$ cat config.mk
export PLATFORM = sky130hd
export DESIGN_NAME = quickq_cmd_frontend
export DESIGN_NICKNAME = d
export VERILOG_FILES = /design/src/rtl/quickq_cmd_frontend.sv
export SDC_FILE = /design/constraint.sdc
export NUM_CORES = 1
export LEC_CHECK = 0
export ABC_AREA = 1
export CAP_MARGIN = 10
export CORE_AREA = 2 2 129 131
export CTS_CLUSTER_SIZE = 16
export DETAILED_ROUTE_END_ITERATION = 8
export DIE_AREA = 0 0 131 133
export PLACE_DENSITY = 0.79
export SKIP_LAST_GASP = 1
export SLEW_MARGIN = 20
export SYNTH_ARGS = -nofsm -noshare
export SYNTH_HDL_FRONTEND = slang
export SYNTH_SLANG_ARGS = --single-unit
$ cat constraint.sdc
create_clock -name clk -period 3 [get_ports clk]
set_input_delay 0.6 -clock clk [delete_from_list [all_inputs] [get_ports clk]]
set_output_delay 0.6 -clock clk [all_outputs]
set_load 0.005 [all_outputs]
$ cat src/rtl/quickq_cmd_frontend.sv
// rtl/quickq_cmd_frontend.sv - command FIFO and one-at-a-time dispatcher in front of the QuickQ control FSM
//
// Optional build macro: QQ_FRONTEND_STATS_EN adds 16-bit saturating counters
// stat_enq, stat_deq and stat_drop. Without it those ports do not exist.
//
// Ports:
//   clk, rst                  clock, synchronous active-high reset
//   req_valid/ready/op/key    command input (op 0 = enqueue, 1 = dequeue)
//   enq, deq, key_out         single-cycle command pulses and key to the control FSM
//   ctl_done, ctl_key         control FSM completion and dequeued key
//   rsp_valid/ready/key/empty dequeue response (all-ones key when queue was empty)
//   q_count, q_full, q_empty  keys currently held by QuickQ
//   err_full                  one-cycle pulse when an enqueue is dropped on a full queue
module quickq_cmd_frontend #(
    parameter int KEY_W      = 32,
    parameter int FIFO_DEPTH = 4,
    parameter int CAPACITY   = 16
) (
    input  logic                           clk,
    input  logic                           rst,
    input  logic                           req_valid,
    output logic                           req_ready,
    input  logic                           req_op,
    input  logic [KEY_W-1:0]               req_key,
    output logic                           enq,
    output logic                           deq,
    output logic [KEY_W-1:0]               key_out,
    input  logic                           ctl_done,
    input  logic [KEY_W-1:0]               ctl_key,
    output logic                           rsp_valid,
    input  logic                           rsp_ready,
    output logic [KEY_W-1:0]               rsp_key,
    output logic                           rsp_empty,
    output logic [$clog2(CAPACITY+1)-1:0]  q_count,
    output logic                           q_full,
    output logic                           q_empty,
    output logic                           err_full
`ifdef QQ_FRONTEND_STATS_EN
    ,
    output logic [15:0]                    stat_enq,
    output logic [15:0]                    stat_deq,
    output logic [15:0]                    stat_drop
`endif
);

    localparam int PW = $clog2(FIFO_DEPTH);
    localparam int CW = $clog2(CAPACITY+1);

    typedef enum logic [1:0] {
        S_IDLE,
        S_DISPATCH,
        S_WAIT,
        S_RESPOND
    } state_t;

    state_t state, next_state;

    // Command FIFO: each entry is {op, key}
    logic [KEY_W:0]   fifo_mem [FIFO_DEPTH];
    logic [PW-1:0]    wr_ptr, rd_ptr;
    logic [PW:0]      fifo_cnt;
    logic             fifo_full, fifo_empty;
    logic             push, pop;

    // Current command register
    logic             cmd_op;
    logic [KEY_W-1:0] cmd_key;

    // FSM side effects decided combinationally
    logic             ld_rsp_empty, ld_rsp_done, cnt_inc, cnt_dec;

    assign fifo_full  = (fifo_cnt == (PW+1)'(FIFO_DEPTH));
    assign fifo_empty = (fifo_cnt == '0);
    assign req_ready  = !fifo_full;
    assign push       = req_valid && req_ready;

    assign q_full    = (q_count == CW'(CAPACITY));
    assign q_empty   = (q_count == '0);
    assign key_out   = cmd_key;
    assign rsp_valid = (state == S_RESPOND);

    // Pointers wrap naturally because FIFO_DEPTH is a power of two
    always_ff @(posedge clk) begin
        if (rst) begin
            wr_ptr   <= '0;
            rd_ptr   <= '0;
            fifo_cnt <= '0;
        end else begin
            if (push)
                wr_ptr <= wr_ptr + PW'(1);
            if (pop)
                rd_ptr <= rd_ptr + PW'(1);
            case ({push, pop})
                2'b10:   fifo_cnt <= fifo_cnt + (PW+1)'(1);
                2'b01:   fifo_cnt <= fifo_cnt - (PW+1)'(1);
                default: fifo_cnt <= fifo_cnt;
            endcase
        end
    end

    // Storage needs no reset; the pointers define what is valid
    always_ff @(posedge clk) begin
        if (push)
            fifo_mem[wr_ptr] <= {req_op, req_key};
    end

    always_comb begin
        next_state   = state;
        pop          = 1'b0;
        enq          = 1'b0;
        deq          = 1'b0;
        err_full     = 1'b0;
        ld_rsp_empty = 1'b0;
        ld_rsp_done  = 1'b0;
        cnt_inc      = 1'b0;
        cnt_dec      = 1'b0;
        case (state)
            S_IDLE: begin
                if (!fifo_empty) begin
                    pop        = 1'b1;
                    next_state = S_DISPATCH;
                end
            end
            S_DISPATCH: begin
                if (!cmd_op) begin
                    if (q_full) begin
                        err_full   = 1'b1;
                        next_state = S_IDLE;
                    end else begin
                        enq        = 1'b1;
                        next_state = S_WAIT;
                    end
                end else begin
                    // Empty dequeue is answered locally; the control FSM never sees it
                    if (q_empty) begin
                        ld_rsp_empty = 1'b1;
                        next_state   = S_RESPOND;
                    end else begin
                        deq        = 1'b1;
                        next_state = S_WAIT;
                    end
                end
            end
            S_WAIT: begin
                if (ctl_done) begin
                    if (!cmd_op) begin
                        cnt_inc    = 1'b1;
                        next_state = S_IDLE;
                    end else begin
                        cnt_dec     = 1'b1;
                        ld_rsp_done = 1'b1;
                        next_state  = S_RESPOND;
                    end
                end
            end
            S_RESPOND: begin
                if (rsp_ready)
                    next_state = S_IDLE;
            end
            default: next_state = S_IDLE;
        endcase
    end

    always_ff @(posedge clk) begin
        if (rst) begin
            state     <= S_IDLE;
            cmd_op    <= 1'b0;
            cmd_key   <= '0;
            rsp_key   <= '0;
            rsp_empty <= 1'b0;
            q_count   <= '0;
        end else begin
            state <= next_state;
            if (pop)
                {cmd_op, cmd_key} <= fifo_mem[rd_ptr];
            if (ld_rsp_empty) begin
                rsp_key   <= '1;
                rsp_empty <= 1'b1;
            end else if (ld_rsp_done) begin
                rsp_key   <= ctl_key;
                rsp_empty <= 1'b0;
            end
            // Dispatch checks already prevent over/underflow; the guards keep it saturating regardless
            if (cnt_inc && !q_full)
                q_count <= q_count + CW'(1);
            else if (cnt_dec && !q_empty)
                q_count <= q_count - CW'(1);
        end
    end

`ifdef QQ_FRONTEND_STATS_EN
    always_ff @(posedge clk) begin
        if (rst) begin
            stat_enq  <= '0;
            stat_deq  <= '0;
            stat_drop <= '0;
        end else begin
            if (cnt_inc && stat_enq != 16'hFFFF)
                stat_enq <= stat_enq + 16'd1;
            if ((ld_rsp_done || ld_rsp_empty) && stat_deq != 16'hFFFF)
                stat_deq <= stat_deq + 16'd1;
            if (err_full && stat_drop != 16'hFFFF)
                stat_drop <= stat_drop + 16'd1;
        end
    end
`endif

endmodule

## Yosys cells after proc, flatten, opt, wreduce, memory -nomap -nowiden

Memory sizes are Yosys's and may differ from the RTL's. A register that Yosys moved wholly into a read port is not among the register bits.
Cells that the tools add are included.

| word-level totals | value |
|---|---|
| logic and storage cells | 74 |
| memories kept | 1 |
| input bits | 70 |
| memory bits (read-only) | 0 |
| bits in writable memories | 132 |
| output and inout port bits | 77 |
| register bits | 47 |
| bits in latches | 0 |

| cells by class | value |
|---|---|
| bitwise operators | 0 |
| magnitude comparators | 0 |
| add/subtract/negate cells | 6 |
| shift operators | 0 |
| reductions and logical operators | 13 |
| divide/modulo/power cells | 0 |
| equal/unequal tests | 10 |
| $mul | 0 |
| mux-type cells | 37 |

Memory list:

| name | depth | width | rd ports | clocked after Yosys merged registers in | wr ports | line | text |
|---|---|---|---|---|---|---|---|
| fifo_mem | 4 | 33 | 1 | 1 | 1 | 59 | `logic [KEY_W:0] fifo_mem [FIFO_DEPTH];` |

Operators with widths:

| kind | number |
|---|---|
| $mux W32 | 2 |
| $mux W1 | 25 |
| $mux W2 | 6 |
| $mux W5 | 2 |
| $pmux W2 S4 | 1 |
| $eq A2 B2 Y1 const B | 3 |
| $pmux W3 S2 | 1 |
| $reduce_bool A2 Y1 | 3 |
| $add A5 B1 Y5 const B | 1 |
| $eq A5 B5 Y1 const B | 1 |
| $logic_not A5 Y1 | 1 |
| $sub A5 B1 Y5 const B | 1 |
| $add A2 B1 Y2 const B | 2 |
| $eq A2 B1 Y1 const B | 2 |
| $ne A2 B2 Y1 const B | 2 |
| $add A3 B1 Y3 const B | 1 |
| $eq A3 B3 Y1 const B | 1 |
| $logic_and A1 B1 Y1 | 3 |
| $logic_not A1 Y1 | 3 |
| $logic_not A3 Y1 | 1 |
| $reduce_and A3 Y1 | 1 |
| $sub A3 B1 Y3 const B | 1 |
| $logic_not A2 Y1 | 1 |
| $ne A2 B1 Y1 const B | 1 |

## Logic depth before layout (Yosys ltp)

| depth | value |
|---|---|
| depth after elaboration | 6 |
| depth in mapped cells | 15 |

## Worst setup path before layout

Ideal clock, no wire load.

| timing path | value |
|---|---|
| path type | in2reg |
| start | input req_valid |
| end | memory fifo_mem[0][0] in the netlist's numbering, enable pin |
| required time | 2.577 ns |
| setup slack | 0.407 ns |
| data arrival time | 2.170 ns |
| stages on the path | 2 |
| path through | nand2_1 -> nor2_1 |

| between the ends | value |
|---|---|
| cells in the longest elaborated chain, start to end | 3 |

Ends and longest elaborated chain:

| element | line | text |
|---|---|---|
| from (decl) | 21 | `input logic req_valid,` |
| $logic_and A1 B1 Y1 | 75 | `assign push = req_valid && req_ready;` |
| $mux W1 | 103 | `if (push)` |
| $mux W1 (implied by the code) | 104 | `fifo_mem[wr_ptr] <= {req_op, req_key};` |
| to (decl) | 59 |  |

Every way passes these cells.

## Final worst setup path

| timing path | value |
|---|---|
| start | register q_count[0] |
| end | output err_full |

| between the ends | value |
|---|---|
| cells in the longest elaborated chain, start to end | 4 |

Ends and longest elaborated chain:

| element | line | text |
|---|---|---|
| from (decl) | 34 | `output logic [$clog2(CAPACITY+1)-1:0] q_count,` |
| from (signal assigned) | 185 | `q_count <= q_count + CW'(1);` |
| from (signal assigned) | 187 | `q_count <= q_count - CW'(1);` |
| $eq A5 B5 Y1 | 77 | `assign q_full = (q_count == CW'(CAPACITY));` |
| $mux W1 | 126 | `if (q_full) begin` |
| $mux W1 | 125 | `if (!cmd_op) begin` |
| $mux W1 | 117 | `case (state)` |
| to (decl) | 37 | `output logic err_full` |

Every way passes these cells.

==> impl_results.html <==
<table>
<tr><th>Metric</th><th>Value</th></tr>
<tr><th colspan="2">Route</th></tr>
<tr><td>Final Routed Wirelength</td><td>18.2 mm</td></tr>
<tr><td>Count of routing violations after the opening detailed-route iteration</td><td>419</td></tr>
<tr><td>Vias/cell</td><td>5.29</td></tr>
<tr><td>Post-route ant nets</td><td>0</td></tr>
<tr><td>Detailed-router iteration count before antenna repair</td><td>5</td></tr>
<tr><td>WL per Instance</td><td>16.3 um</td></tr>
<tr><td>Number of design rule violations left after detail routing</td><td>0</td></tr>
<tr><td>Via count</td><td>5,929</td></tr>
<tr><th colspan="2">Finish</th></tr>
<tr><td>Filler cells</td><td>1,198</td></tr>
<tr><td>Signed area change from the synthesized netlist to the final layout</td><td>28.5%</td></tr>
<tr><td>Antenna diode count</td><td>0</td></tr>
<tr><td>Total Nets Final</td><td>965</td></tr>
<tr><td>Layout cell share with drive strength beyond 1</td><td>0.0667</td></tr>
<tr><th colspan="2">Hold path</th></tr>
<tr><td>Min-Delay Path Depth</td><td>2</td></tr>
<tr><td>Hold crit path type</td><td>flop to flop</td></tr>
<tr><th colspan="2">Timing</th></tr>
<tr><td>Setup skew after layout</td><td>6.56 ps</td></tr>
<tr><td>Setup TNS after final layout</td><td>0 ps</td></tr>
<tr><td>Worst-Margin Slew</td><td>956 ps</td></tr>
<tr><td>Max Freq</td><td>385 MHz</td></tr>
<tr><td>Worst-case setup margin in the final layout</td><td>401 ps</td></tr>
<tr><td>Count of final setup violators</td><td>0</td></tr>
<tr><td>Portion of the clock cycle consumed by the worst path in the final layout</td><td>0.866</td></tr>
<tr><td>Hold slack</td><td>464 ps</td></tr>
<tr><td>Min Clock Period, post-route</td><td>2600 ps</td></tr>
<tr><td>RSZ-0062 raised after global routing</td><td>false</td></tr>
<tr><td>Max Slew Vio Count</td><td>0</td></tr>
<tr><td>Worst max-slew margin expressed relative to the limit</td><td>0.362</td></tr>
<tr><td>Final number of hold-violating endpoints</td><td>0</td></tr>
<tr><th colspan="2">Power</th></tr>
<tr><td>Internal Power</td><td>0.00626 W</td></tr>
<tr><td>Share of total power consumed by net switching</td><td>0.311</td></tr>
<tr><td>Flop pwr share</td><td>0.421</td></tr>
<tr><td>Fraction of power consumed by the clock network</td><td>0.284</td></tr>
<tr><td>Switching power of the nets</td><td>0.00283 W</td></tr>
<tr><td>Combinational share of power</td><td>0.295</td></tr>
<tr><td>Power per Cell Area</td><td>867 nW/um2</td></tr>
<tr><td>Static leakage</td><td>3.64 nW</td></tr>
<tr><td>Largest vdd supply drop</td><td>479 uV</td></tr>
<tr><th colspan="2">Clock tree</th></tr>
<tr><td>Post-CTS setup buffers</td><td>0</td></tr>
<tr><td>Post-cts resize count</td><td>0</td></tr>
<tr><td>Num CTS Buffers</td><td>22</td></tr>
<tr><td>Depth of the CTS H-tree</td><td>1</td></tr>
<tr><td>Source-to-sink clock delay at the later pin of the worst-skew pair</td><td>490 ps</td></tr>
<tr><td>Hold buffer count at CTS</td><td>0</td></tr>
<tr><td>Root buffer cell</td><td>clkbuf_16</td></tr>
<tr><td>CTS tree</td><td>done</td></tr>
<tr><td>Deepest clock path buffer count</td><td>3</td></tr>
<tr><td>Clk sink count</td><td>212</td></tr>
<tr><td>Clock slew at the register clock pins of the worst setup and hold paths</td><td>60 ps</td></tr>
<tr><th colspan="2">Worst setup path</th></tr>
<tr><td>FF-to-FF setup slack</td><td>880 ps</td></tr>
<tr><td>Data required, critical path</td><td>2400 ps</td></tr>
<tr><td>Worst reg2reg path startpoint</td><td>q_count[0]</td></tr>
<tr><td>Sort of element at the end of the critical path</td><td>primary output</td></tr>
<tr><td>Data arrival, critical path</td><td>2000 ps</td></tr>
<tr><td>Maximum net fanout on the critical path</td><td>6</td></tr>
<tr><td>Crit path from</td><td>q_count[0]</td></tr>
<tr><td>Critical Setup Path Class</td><td>flop to primary output</td></tr>
<tr><td>Endpoint of the worst setup timing path</td><td>err_full</td></tr>
<tr><td>Type of origin of the critical path</td><td>flop</td></tr>
<tr><td>Worst Reg2Reg Path Length in Cells</td><td>13</td></tr>
<tr><td>Destination of the worst register-to-register timing path</td><td>q_count[4]</td></tr>
<tr><th colspan="2">Logic synthesis</th></tr>
<tr><td>Largest area contributor in the netlist</td><td>edfxtp_1</td></tr>
<tr><td>Synth cell count leaders</td><td>149 x nor2_1, 132 x edfxtp_1, 111 x o21ai_0</td></tr>
<tr><td>FF+latch count, synth</td><td>212</td></tr>
<tr><td>Syn Nets</td><td>827</td></tr>
<tr><td>Flip-flop cell with the highest count after synthesis</td><td>edfxtp_1</td></tr>
<tr><td>Most frequently used cell type in the post-synthesis netlist</td><td>nor2_1</td></tr>
<tr><td>EDFF count, synth</td><td>132</td></tr>
<tr><td>Cell variety after synth</td><td>30</td></tr>
<tr><td>Count of warnings emitted by yosys</td><td>0</td></tr>
<tr><td>Portion of synthesized cell area occupied by the leading cell type</td><td>0.486</td></tr>
<tr><td>Cell count after synthesis</td><td>746</td></tr>
<tr><td>Part of the Yosys area used for sequential elements</td><td>0.683</td></tr>
<tr><td>Syn Std Cell Area</td><td>8150 um2</td></tr>
<tr><td>Mean instance size in the synthesized netlist</td><td>10.9 um2</td></tr>
<tr><td>Synth area leaders</td><td>edfxtp_1 49%, dfxtp_1 20%, nor2_1 6.9%, o21ai_0 6.8%, a21oi_1 4.8%</td></tr>
<tr><td>FFs w/ async S/R, synth</td><td>0</td></tr>
<tr><th colspan="2">GRT</th></tr>
<tr><td>Pin count of the biggest net entering global routing</td><td>70</td></tr>
<tr><td>Via count of the first global-routing pass</td><td>5,629</td></tr>
<tr><td>First-pass GRT wire length</td><td>28.1 mm</td></tr>
<tr><td>Global-route usage over all layers</td><td>0.202</td></tr>
<tr><td>Total congestion overflow after global routing</td><td>0</td></tr>
<tr><td>Initial antenna violation count</td><td>0</td></tr>
<tr><th colspan="2">Floorplan</th></tr>
<tr><td>Total die area</td><td>17,400 um2</td></tr>
<tr><td>Std-Cell Core Area</td><td>16,200 um2</td></tr>
<tr><td>Rows</td><td>47</td></tr>
<tr><td>Die outline width</td><td>131 um</td></tr>
<tr><td>Initial core utilization</td><td>0.504</td></tr>
<tr><td>Floorplan die height</td><td>133 um</td></tr>
<tr><td>I/O pin total</td><td>147</td></tr>
<tr><th colspan="2">Job</th></tr>
<tr><td>Max Cap Viol</td><td>0</td></tr>
<tr><th colspan="2">Place</th></tr>
<tr><td>Placed wire-length estimate</td><td>11.1 mm</td></tr>
<tr><td>Worst setup slack after placement</td><td>489 ps</td></tr>
<tr><td>Buffers on Ports</td><td>146</td></tr>
<tr><td>Final weighted congestion of routability-driven global placement</td><td>0.745</td></tr>
<tr><th colspan="2">Run status</th></tr>
<tr><td>Status</td><td>finished clean</td></tr>
</table>
==> registers in the layout (all words and copies together), names as in the netlist <==
name / count
state: 2
rsp_empty: 1
fifo_mem: 132
wr_ptr: 2
key_out: 32
fifo_cnt: 3
cmd_op: 1
q_count: 5
rd_ptr: 2
rsp_key: 32
==> per-stage QoR <==
stage	cell area, um2	cells	power [W]	util
4_1_cts	10500	1120	0.00915	0.648
2_1_floorplan	8150	746	0.00547	-
3_5_place_dp	9790	1080	0.00656	0.606
3_3_place_gp	9790	1080	0.00648	0.606
6_report	10500	1120	0.00908	0.648
5_1_grt	10500	1120	0.00961	0.648
==> cell type report <==
class	instances	area (um2)	area share
Clock buffer	34	627	0.0599
Clock inverter	6	51.3	0.00490
Multi-Input combinational cell	457	2270	0.216
Sequential cell	212	5570	0.532
Inverter	30	113	0.0108
Timing Repair Buffer	161	1570	0.150
Tap cell	220	275	0.0263
==> worst min path at each step <==
stage                 from          end  slack (ps)
2_1_floorplan  rsp_key[30]  rsp_key[30]         460
3_3_place_gp   rsp_key[30]  rsp_key[30]         450
3_5_place_dp    rsp_key[8]   rsp_key[8]         450
4_1_cts         rsp_key[8]   rsp_key[8]         460
5_1_grt         rsp_key[8]   rsp_key[8]         480
6_report        rsp_key[3]   rsp_key[3]         460
==> cells by family (layout without fill, tap and decap cells) <==
| group | count (synthesis) | in the layout | share of synthesized area |
|---|---|---|---|
| DFF | 212 | 212 | 0.683 |
| adders and majority gates | 11 | 11 | 0.0187 |
| buffers and inverters | 77 | 231 | 0.0428 |
| AOI/OAI and AO/OA | 227 | 227 | 0.147 |
| xor gates and xnor gates | 2 | 2 | 0.00215 |
| and+or+nand+nor | 217 | 217 | 0.107 |
==> layout by cell type (no fill, tap or decap), types with 2 or more instances in the layout <==
cell type | Yosys | final
clkdlybuf4s50_1 | 0 | 146
nor2_1 | 149 | 145
edfxtp_1 | 132 | 132
o21ai_0 | 111 | 111
dfxtp_1 | 80 | 79
a21oi_1 | 78 | 78
nand2_1 | 49 | 49
a31oi_1 | 34 | 34
inv_1 | 26 | 26
clkbuf_16 | 0 | 23
buf_4 | 4 | 15
clkbuf_1 | 21 | 10
nand3_1 | 9 | 9
ha_1 | 9 | 9
nor2_4 | 2 | 6
clkinv_1 | 1 | 4
inv_2 | 3 | 3
nand2_2 | 2 | 2
nor2_2 | 2 | 2
o21ai_1 | 2 | 2
fa_1 | 2 | 2
clkinv_2 | 0 | 2
==> power by group through the flow <==
stage          combinational, W  clock [W]  sequential [W]
6_report                0.00268    0.00258         0.00383
5_1_grt                 0.00300    0.00275         0.00387
4_1_cts                 0.00270    0.00262         0.00383
3_5_place_dp            0.00268          0         0.00388
3_3_place_gp            0.00260          0         0.00388
2_1_floorplan           0.00161          0         0.00386
==> metal layers <==
| metal | GRT usage | routed length (um) | vias up |
|---|---|---|---|
| met1 | 0.269 | 7720 | 2800 |
| met5 | 0 | 0 | - |
| met2 | 0.343 | 8810 | 227 |
| met3 | 0.0356 | 1420 | 23 |
| met4 | 0.0538 | 248 | 0 |
| li1 | - | - | 2879 |
==> critical path: stages (launching register included) <==
cell and delay, ps:
dfxtp_1 370, nor2_1 160, nand3_1 220, nor3_1 200, clkdlybuf4s50_1 550
(Power assumes the default switching activity.)
